===== config.mk =====
export PLATFORM = sky130hd
export DESIGN_NAME = input_debouncer
export DESIGN_NICKNAME = d
export VERILOG_FILES = /design/src/rtl/input_debouncer.sv
export SDC_FILE = /design/constraint.sdc
export NUM_CORES = 1
export LEC_CHECK = 0
export BUFFER_PORTS_ARGS = -buffer_cell sky130_fd_sc_hd__buf_2
export CAP_MARGIN = 20
export CORE_MARGIN = 10
export CORE_UTILIZATION = 35
export DETAILED_ROUTE_END_ITERATION = 10
export HOLD_SLACK_MARGIN = 0.15
export PLACE_DENSITY = 0.55
export SYNTH_ARGS = -nofsm -noshare
export SYNTH_HDL_FRONTEND = slang
export SYNTH_SLANG_ARGS = --single-unit

===== constraint.sdc =====
create_clock -name clk -period 2.45 [get_ports clk]
set_input_delay 0.49 -clock clk [delete_from_list [all_inputs] [get_ports clk]]
set_output_delay 0.49 -clock clk [all_outputs]
set_load 0.05 [all_outputs]

===== src/rtl/input_debouncer.sv =====
// input_debouncer
//   Conditions raw asynchronous switch/button inputs into a clean committed
//   word. Each bit is synchronised through a flop chain. The synchronised word
//   must then hold one value for DEBOUNCE_CYCLES clocks before it is committed
//   to `sample`. `sample_strobe` pulses for one cycle on every committed change.
//   `busy` is high while a candidate word is settling.
//
//   Latency: raw_in is first captured at edge E0. `sample` then updates at
//   edge E0 + SYNC_STAGES + DEBOUNCE_CYCLES.

module input_debouncer #(
  parameter int WIDTH           = 4,
  parameter int SYNC_STAGES     = 2,   // legal 2..4
  parameter int DEBOUNCE_CYCLES = 16   // legal >= 2
) (
  input  logic             clk,
  input  logic             reset,
  input  logic [WIDTH-1:0] raw_in,
  output logic [WIDTH-1:0] sample,
  output logic             sample_strobe,
  output logic             busy
);

  // The counter only ever reaches DEBOUNCE_CYCLES-1, so clog2 bits suffice.
  localparam int CNT_W = (DEBOUNCE_CYCLES > 1) ? $clog2(DEBOUNCE_CYCLES) : 1;
  localparam logic [CNT_W-1:0] CNT_LAST = CNT_W'(DEBOUNCE_CYCLES - 1);

  typedef enum logic {
    ST_STABLE = 1'b0,  // sample matches the synchronised input
    ST_SETTLE = 1'b1   // a candidate word is being timed for stability
  } state_t;

  // Synchroniser chain. Stage 0 captures raw_in; the last stage feeds the FSM.
  logic [SYNC_STAGES-1:0][WIDTH-1:0] sync_q;
  logic [WIDTH-1:0]                  synced;

  // FSM state and registered outputs.
  state_t           state_q;
  logic [WIDTH-1:0] cand_q;
  logic [CNT_W-1:0] cnt_q;
  logic [WIDTH-1:0] sample_q;
  logic             strobe_q;
  logic             busy_q;

  // Decision terms used by the FSM.
  logic input_moved;  // synchronised word differs from the committed word
  logic cand_moved;   // synchronised word bounced away from the candidate
  logic cnt_done;     // candidate has been stable for DEBOUNCE_CYCLES clocks

  assign synced      = sync_q[SYNC_STAGES-1];
  assign input_moved = (synced != sample_q);
  assign cand_moved  = (synced != cand_q);
  assign cnt_done    = (cnt_q == CNT_LAST);

  // Shift raw_in through the synchroniser chain, with no logic between stages.
  // NOTE: sequential state uses non-blocking (<=) so every flop samples the
  // pre-edge value of its neighbour; blocking here would collapse the chain
  // into a single stage.
  always_ff @(posedge clk or posedge reset) begin
    if (reset) begin
      // NOTE: the synchroniser flops are cleared on reset too. That makes a
      // switch held through reset appear as a fresh change once reset is
      // released, so downstream always sees the initial setting.
      sync_q <= '0;
    end else begin
      sync_q <= {sync_q[SYNC_STAGES-2:0], raw_in};
    end
  end

  // Two-state debounce FSM. All outputs are registered.
  always_ff @(posedge clk or posedge reset) begin
    if (reset) begin
      state_q  <= ST_STABLE;
      cand_q   <= '0;
      cnt_q    <= '0;
      sample_q <= '0;
      strobe_q <= 1'b0;
      busy_q   <= 1'b0;
    end else begin
      strobe_q <= 1'b0;  // the strobe lives for exactly one cycle
      case (state_q)
        ST_STABLE: begin
          if (input_moved) begin
            cand_q  <= synced;
            cnt_q   <= '0;
            busy_q  <= 1'b1;
            state_q <= ST_SETTLE;
          end
        end
        ST_SETTLE: begin
          if (cand_moved) begin
            // Any bounce, on any bit, restarts timing for the whole word.
            cand_q <= synced;
            cnt_q  <= '0;
          end else if (!cnt_done) begin
            cnt_q <= cnt_q + 1'b1;
          end else begin
            // Commit. A candidate that bounced back to the committed word
            // ends the settle quietly, without an update or a strobe.
            if (cand_q != sample_q) begin
              sample_q <= cand_q;
              strobe_q <= 1'b1;
            end
            busy_q  <= 1'b0;
            state_q <= ST_STABLE;
          end
        end
        default: state_q <= ST_STABLE;
      endcase
    end
  end

  assign sample        = sample_q;
  assign sample_strobe = strobe_q;
  assign busy          = busy_q;

endmodule


==> reports/metrics.cfg, run 1 <==
[synthesis]
synth.distinct_cells=24
synthTopCellsByArea=dfrtp_1 (59%), mux2_2 (9.3%), xnor2_1 (7.2%)
synth_top_area_cell=dfrtp_1
synth_warnings=0
syn_nets=79
syn-cell-area_um2=973.4
synth-seq-cells=23
synth.avg_cell_area_um2=13.52
syn_inst=72
synth_top_area_frac=0.5913
ys_seq_area_frac=0.5913

[clock_network]
root_buffer=clkbuf_4
cts_tree=built
path_clk_slew_ns=0.13
clk_latency_ns=0.32
post_cts_buffers=0
clock_path_buffers=2
cts.repair.resized=0
cts_sinks=23
cts_buffers=3
cts_hold_buf=0
h-tree-depth=1

[power]
leakagePower_uw=0.0004899
ir_drop_uv=404.3
p_per_area_nw_per_um2=570.4
finalPower_uw=625.9

[sta]
worstMarginPinSlew_ns=0.8510
fin_setup_tns_ns=0
timing.fmax_mhz=570.4
slew_viol_final=0
skew_ns=0.004696
fin_crit_sh=0.7155
fin_crit_ns=1.753
slew_headroom=0.4320
hold_violations=0
finalSetupViolCount=0
rsz0062_at_grt=false

[worst_setup_path]
ff2ff_setup_slack_ns=0.70
worstPathMaxFanout=7
startpoint_type=flip-flop
critPathArrivalTime_ns=1.97
cp-end-kind=flip-flop
rr_startpoint=cand_q[3]$_DFFE_PP0P_
regToRegEndpoint=sample[0]$_DFFE_PP0P_
crit_required_ns=2.67
critPathKind=flip-flop to flip-flop
reg2reg_depth=4

[floorplan]
die_area_um2=5290
core-area_um2=2710
die_w_um=72.74
initial_utilization=0.3592
ios=12
rows=19
die_h_um=72.74

[run]
maxCapViolCount=0

[layout]
antenna_cells=0
fill_cells=275
drive_gt1_frac=0.3103
area_growth_pct=12.72
num-nets-final=95
fin_cells=118

[hold_path]
hold_start=raw_in[0]
hold_depth=1
min_to=sync_q[0]$_DFF_PP0_
worstHoldPathType=input port to flip-flop

[global_route]
grtUsageTotal=0.06511
overflow=0
grt_antenna_before_repair=0
grt_pass1_wl_mm=2.753
grt_pass1_vias=597
grt_max_degree=24

[routing]
routed_wl_mm=1.580
avgRoutedWirePerCell_um=13.39
firstDrtPassIters=4
via_count=575
vias_per_cell=4.873
drt_iter0_markers=59
ant_nets=0
route.detailed.drc=0

[run_status]
run_status=complete, no violations

[placement]
numPortBuffers=11
gp_congestion=0.8063
dp.cells=114
hpwlAfterDp_mm=1.173

## power breakdown
part | leakage [uW] | internal, uW | switching, uW
Clock | 0.0000139 | 62.4 | 119
Sequential | 0.000283 | 391 | 9.91
Combinational | 0.000193 | 17.7 | 25.8
Total | 0.000490 | 471 | 155
## placed cells by master (no fill, tap or decap), drive strengths merged, types with 3 or more instances in the layout
cell type / count
nor3: 3
inv: 5
mux2: 8
dfrtp: 23
nand3: 3
clkbuf: 3
xnor2: 8
buf: 11
xor2: 4
## cells by family (layout without fill, tap and decap cells)
logic type,count (synthesis),count (layout),synth area share
xor gates and xnor gates,12,12,0.1080
muxes,8,8,0.09255
DFF,23,23,0.5913
adders and majority gates,1,1,0.01285
AOI/OAI and AO/OA,9,9,0.07971
buffers and inverters,5,20,0.01928
and+or+nand+nor,14,14,0.09641
## cell type report
cell class              instances  area [um2]  area share
inverters                       5       18.77     0.01710
repair buffers                 11       55.05     0.05017
well taps                      31       38.79     0.03535
multi-input cells              44       379.1      0.3455
clock inverters                 1       7.507    0.006842
clock buffers                   3       22.52     0.02052
flip-flops and latches         23       575.6      0.5245
## flip-flops by register name (all words and copies together) (netlist names)
name / cells
sync_q: 4
state_q: 1
sample_strobe: 1
cnt_q: 4
cand_q: 4
sample: 4
synced: 4
busy: 1
## worst max-delay path: stages, from the launching register on
cell and delay, ns:
dfrtp_1 0.44, xnor2_1 0.24, nand3_2 0.22, nor3_4 0.37, mux2_2 0.38
## cell usage after synthesis
library cell and instances:
a2bb2oi_1 2, ha_1 1, nor4_1 2, mux2_2 8
nor2_1 1, nor4b_1 1, o32ai_2 1, o21bai_1 1
nand2_1 1, a21o_1 1, nor2_2 1, nand4_1 1
a311oi_1 1, xor2_1 4, xnor2_1 8, nand2b_1 1
nand3_1 2, o21ai_0 2, inv_1 5, dfrtp_1 23
nor3_1 2, nor3_4 1, a32o_1 1, nand3_2 1
## stage by stage
stage / setup slack, ns / util / hold slack (ns) / instance area (um2)
after floorplan: 0.6920 / - / 0.3312 / 973.4
after global placement: 0.6975 / 0.3938 / 0.3328 / 1067
after detailed placement: 0.6997 / 0.3938 / 0.3347 / 1067
after CTS: 0.6906 / 0.4049 / 0.2516 / 1097
after global routing: 0.6166 / 0.4049 / 0.2395 / 1097
final: 0.6970 / 0.4049 / 0.2683 / 1097
## worst max path at each step
stage / startpoint / to / slack [ns] / cells after the start
final: cand_q[3]$_DFFE_PP0P_ / sample[0]$_DFFE_PP0P_ / 0.70 / 4
after global routing: cand_q[3]$_DFFE_PP0P_ / sample[1]$_DFFE_PP0P_ / 0.62 / 4
after CTS: cand_q[3]$_DFFE_PP0P_ / sample[0]$_DFFE_PP0P_ / 0.69 / 4
after detailed placement: cand_q[3]$_DFFE_PP0P_ / sample[0]$_DFFE_PP0P_ / 0.70 / 4
after global placement: cand_q[3]$_DFFE_PP0P_ / sample[2]$_DFFE_PP0P_ / 0.70 / 4
after floorplan: sample[3]$_DFFE_PP0P_ / cand_q[0]$_DFFE_PP0P_ / 0.69 / 4
## per-layer routing
| layer | GRT usage | vias up | wire length, um |
|---|---|---|---|
| met4 | 0.01266 | 0 | 11 |
| li1 | - | 284 | - |
| met5 | 0 | - | 0 |
| met2 | 0.09345 | 16 | 701 |
| met3 | 0.03537 | 2 | 104 |
| met1 | 0.08413 | 273 | 762 |
Note: power is estimated with default switching activity, not from simulation.
==> run 2, diff against run 1 <==
ABC_AREA = 1   (was unset)
PLACE_DENSITY = 0.56   (was 0.55)
clock period = 1.6 ns   (was 2.45 ns; I/O delays follow)
==> run 2 against run 1 <==
  * Worst hold slack improved by 0.098 ns
  * Combinational power rose to 4.1 times the previous value
  * Wire length rose by 44%
  * First-iteration DRC count fell by 27%
  * Critical path type is now flip-flop to primary output
  * Largest cell class unchanged
==> reports/metrics.cfg, run 2 <==
[run_status]
run_status=complete, no violations

[worst_setup_path]
startpoint_type=flip-flop
rr_startpoint=cnt_q[0]$_DFFE_PP0P_
reg2reg_depth=8
crit_cells=1
cp_top_family=flip-flops
ff2ff_setup_slack_ns=0.22
critPathArrivalTime_ns=1.07
critPathMaxStageDelay_ns=0.45
worstPathMaxFanout=5
cp-endpoint=sample[1]
cp-end-kind=primary output
crit_start=sample[1]$_DFFE_PP0P_
cp_slowest_cell=dfrtp_1
crit_chain=buf_2
crit_required_ns=1.28
critical_path_buf_inv_count=1
regToRegEndpoint=sample[2]$_DFFE_PP0P_
critPathKind=flip-flop to primary output

[sta]
fin_setup_tns_ns=0
finalSetupViolCount=0
slew_headroom=0.8019
worstMarginPinSlew_ns=0.2972
setup_slack_ns=0.2131
fin_crit_ns=1.387
hold_violations=0
timing.fmax_mhz=721.0
slew_viol_final=0
fin_crit_sh=0.8668
rsz0062_at_grt=false
skew_ns=0.01048

[global_route]
grt_max_degree=24
grt_pass1_vias=892
grtUsageTotal=0.07967
overflow=0
grt_pass1_wl_mm=3.877
grt_antenna_before_repair=0

[placement]
pre_cts_slack_ns=0.2244
hpwlAfterDp_mm=1.766
dp.cells=195
gp_congestion=0.8238
numPortBuffers=11

[run]
maxCapViolCount=0

[floorplan]
die_h_um=77.72
initial_utilization=0.3728
core-area_um2=3128
ios=12
die_w_um=77.72
rows=20
die_area_um2=6040

[power]
leakagePower_uw=0.0007208
ir_drop_uv=316.4
finalPower_uw=1099
p_per_area_nw_per_um2=805.9

[clock_network]
cts_buffers=3
clock_path_buffers=2
cts.repair.resized=0
path_clk_slew_ns=0.14
h-tree-depth=1
cts_hold_buf=5
cts_sinks=23
clk_latency_ns=0.32
post_cts_buffers=0
cts_tree=built
root_buffer=clkbuf_4

[synthesis]
syn_inst=139
yosys-top-cells-count=nand2_1 (50), dfrtp_1 (23), inv_1 (15), nand3_1 (14), nand2_2 (7)
synth_warnings=0
syn-cell-area_um2=1166
synthTopCellsByArea=dfrtp_1 (49%), nand2_1 (16%), nand3_1 (6.0%)
synth_top_area_frac=0.4936
syn_nets=146
synth_top_flop_cell=dfrtp_1
ys_seq_area_frac=0.4936
synth_edf_count=0
synth.distinct_cells=19
synth-seq-cells=23
synth.avg_cell_area_um2=8.389
synth_top_area_cell=dfrtp_1
synth.most_common_cell=nand2_1
async_reset_ff_frac=1.000

[routing]
ant_nets=0
firstDrtPassIters=3
vias_per_cell=4.456
via_count=909
avgRoutedWirePerCell_um=11.15
drt_iter0_markers=43
route.detailed.drc=0
routed_wl_mm=2.275

[layout]
ff_latch_area_um2=575.6
num-nets-final=168
fill_cells=316
final_common_cell=nand2_1
antenna_cells=0
fin_cells=204
area_growth_pct=16.95
multiInputGateArea_um2=514.2
layout_common_cells=nand2_1 (50), dfrtp_1 (23), inv_1 (15), nand3_1 (14), buf_2 (11)
fin_util=0.4360
drive_gt1_frac=0.2375

[hold_path]
hold_start=sync_q[3]$_DFF_PP0_
worstHoldPathType=flip-flop to flip-flop

==> run 2: changes by cell type after synthesis, moves of 3 or more <==
cell     delta
mux2_2      -8
nand3_1    +12
inv_1      +10
nand2_2     +7
inv_2       +4
o21ai_1     +3
nand2_1    +49
nor2_2      +4
nor2_1      +3
xnor2_1     -7
==> run 2: through the flow <==
stage | hold WS [ns] | instance area [um2]
floorplan | 0.3219 | 1166
global placement | 0.3318 | 1284
detailed placement | 0.3370 | 1284
CTS | 0.3701 | 1364
global route | 0.3769 | 1364
finish | 0.3666 | 1364
==> run 2: routing by layer <==
layer | GRT usage | routed length [um] | vias to the layer above
met5 | 0 | 0 | -
met4 | 0.03832 | 48 | 0
met3 | 0.02074 | 74 | 5
li1 | - | - | 469
met1 | 0.09409 | 1129 | 422
met2 | 0.1310 | 1023 | 13
==> run 2: kinds of logic (layout without fill, tap and decap cells) <==
logic type | count (synthesis) | after routing | synth area share
xor gates and xnor gates | 4 | 4 | 0.03005
and+or+nand+nor | 88 | 88 | 0.3873
buffers and inverters | 20 | 41 | 0.06544
AOI/OAI and AO/OA | 3 | 3 | 0.01287
adders and majority gates | 1 | 1 | 0.01073
DFF | 23 | 23 | 0.4936
==> run 2: worst min path at each step <==
stage | endpoint | cells after the start
3_3_place_gp | synced[0]$_DFF_PP0_ | 0
3_5_place_dp | synced[3]$_DFF_PP0_ | 0
5_1_grt | synced[0]$_DFF_PP0_ | 0
2_1_floorplan | busy$_DFFE_PP0P_ | 1
6_report | synced[3]$_DFF_PP0_ | 0
4_1_cts | synced[3]$_DFF_PP0_ | 0
==> run 2: where the power goes <==
group	switching [uW]	leakage, uW	internal, uW
sequential	27.2	0.000284	607
clock	192	0.0000139	95.6
combinational	112	0.000423	64.6
==> run 2: area by class of cell <==
type | count | area share
clock buffers | 3 | 0.01651
multi-input cells | 96 | 0.3771
inverters | 20 | 0.05596
clock inverters | 1 | 0.005505
flip-flops and latches | 23 | 0.4220
well taps | 44 | 0.04037
repair buffers | 17 | 0.08257
==> run 3, diff against run 2 <==
ABC_AREA = unset   (was 1)
CORE_ASPECT_RATIO = 0.9   (was unset)
CTS_BUF_LIST = sky130_fd_sc_hd__clkbuf_8   (was unset)
PLACE_DENSITY = 0.57   (was 0.56)
==> run 3 against run 2 <==
  * Maximum frequency fell by 10%
  * Register-to-register slack got worse by 0.16 ns
  * Critical endpoint is now sample[0]$_DFFE_PP0P_
  * Clock power rose by 25%
  * Final area fell by 7.2%
  * Power fell by 3.2%
  * First-iteration DRC count fell by 74%
  * Clock-buffer cell count did not move
  * Via count fell by 30%
  * Critical path type is now flip-flop to flip-flop
  * Worst hold slack got worse by 0.20 ns
  * Highest routed layer unchanged
  * Sequential power fell by 3.3%
  * Global-route usage fell by 0.40 points
==> reports/metrics.cfg, run 3 (synthesis results as in run 1) <==
[run_status]
run_status=complete, no violations

[sta]
fin_crit_ns=1.541
slew_headroom=0.8081
timing.fmax_mhz=648.9
hold_violations=0
finalSetupViolCount=0
worstMarginPinSlew_ns=0.2852
fin_crit_sh=0.9631
hold_ws_ns=0.1622
slew_viol_final=0
skew_ns=0.003015

[hold_path]
worstHoldPathType=input port to flip-flop

[floorplan]
die_h_um=70.03
ios=12
initial_utilization=0.3602
die_area_um2=5294
core-area_um2=2703
die_w_um=75.59
rows=18

[power]
leakagePower_uw=0.0005545
comb_power_share=0.088
switching_share=0.2297
p_sw_uw=244.5
seqPwrFrac=0.576
p_per_area_nw_per_um2=840.5
clkPwrFrac=0.337
finalPower_uw=1064
ir_drop_uv=574.3
p_int_uw=819.8

[global_route]
grt_pass1_wl_mm=3.118
overflow=0
grt_max_degree=24
grt_pass1_vias=701
grtUsageTotal=0.07562
grt_antenna_before_repair=0

[layout]
final_common_cell=dfrtp_1
num-nets-final=109
drive_gt1_frac=0.4356
fin_cells=131
antenna_cells=0
area_growth_pct=30.08
fin_util=0.4685
layout_common_cells=dfrtp_1 (19), buf_2 (11), buf_4 (11), xnor2_1 (8), mux2_2 (8)
final_area_um2=1266

[worst_setup_path]
cp-end-kind=flip-flop
critPathMaxStageDelay_ns=0.44
worstPathMaxFanout=5
cp_slowest_cell=dfrtp_1
critical_path_buf_inv_count=0
startpoint_type=flip-flop
critPathArrivalTime_ns=1.69
crit_chain=ha_4, nand3_2, nor3_4, mux2_2
crit_required_ns=1.75
cp_top_family=flip-flops
critPathKind=flip-flop to flip-flop

[clock_network]
clk_latency_ns=0.26
root_buffer=clkbuf_8
cts_sinks=23
clock_path_buffers=2
cts_buffers=3
h-tree-depth=1
cts_tree=built
path_clk_slew_ns=0.08

[run]
maxCapViolCount=0

[placement]
hpwlAfterDp_mm=1.335
gp_congestion=0.7835
dp.cells=120
numPortBuffers=11
dpl_cell_area_um2=1129

[routing]
route.detailed.drc=0
avgRoutedWirePerCell_um=13.66
drt_iter0_markers=11
vias_per_cell=4.847
firstDrtPassIters=4
ant_nets=0
routed_wl_mm=1.789
via_count=635

run 3: cell types whose count changed in the layout (fill, tap and decap cells not counted), sizes merged, moves of 7 or more:
cell	previous run	this run
nand2	57	1
inv	19	5
nand3	15	3
buf	12	22
nor2	11	2
mux2	0	8
xnor2	1	8
run 3: worst paths after layout:
| path | from | end | slack [ns] | cells after the start |
|---|---|---|---|---|
| setup reg to reg | cnt_q[0]$_DFFE_PP0P_ | sample[0]$_DFFE_PP0P_ | 0.06 | 4 |
| hold / removal | raw_in[1] | sync_q[1]$_DFF_PP0_ | 0.16 | 1 |
| min in group asynchronous | reset | busy$_DFFE_PP0P_ | 0.63 | 4 |
| setup / recovery | cnt_q[0]$_DFFE_PP0P_ | sample[0]$_DFFE_PP0P_ | 0.06 | 4 |
| hold reg to reg | sync_q[0]$_DFF_PP0_ | synced[0]$_DFF_PP0_ | 0.35 | 0 |
| max in group asynchronous | reset | sample[0]$_DFFE_PP0P_ | 0.72 | 4 |
run 3: worst register-to-register path, stage by stage (launching register included):
cell and delay, ns:
dfrtp_1 0.44, ha_4 0.19, nand3_2 0.11, nor3_4 0.32, mux2_2 0.37
run 3: layer usage:
metal	up-vias	global-route usage	routed length (um)
li1	312	-	-
met1	309	0.07987	718
met2	12	0.1246	924
met3	2	0.04379	131
met4	0	0.01856	14
met5	-	0	0
run 3: cell type report:
class | count | area (um2)
clock inverters | 1 | 7.507
well taps | 30 | 37.54
multi-input cells | 44 | 412.9
inverters | 5 | 18.77
fillers | 248 | 1436
clock buffers | 3 | 41.29
flip-flops and latches | 23 | 580.6
repair buffers | 25 | 167.7
run 3: stage by stage:
| stage | setup slack (ns) | setup TNS, ns |
|---|---|---|
| after floorplan | 0.0003770 | 0 |
| after global placement | 0.06224 | 0 |
| after detailed placement | 0.03609 | 0 |
| after CTS | 0.02136 | 0 |
| after global routing | -0.01017 | -0.03641 |
| final | 0.05896 | 0 |
run 3: timing repair:
action	in CTS	in global routing
hold buffers	2	1
gates resized for setup	0	4
setup endpoints to repair	0	9
buffers inserted	0	4
endpoints found under the hold margin	24	1
run 3: power by group through the flow:
stage	sequential (uW)	combinational, uW	clock, uW
floorplan	624	50.3	0
global placement	623	81.4	0
CTS	612	87.1	382
detailed placement	624	83.3	0
global route	617	105	392
finish	613	93.1	359
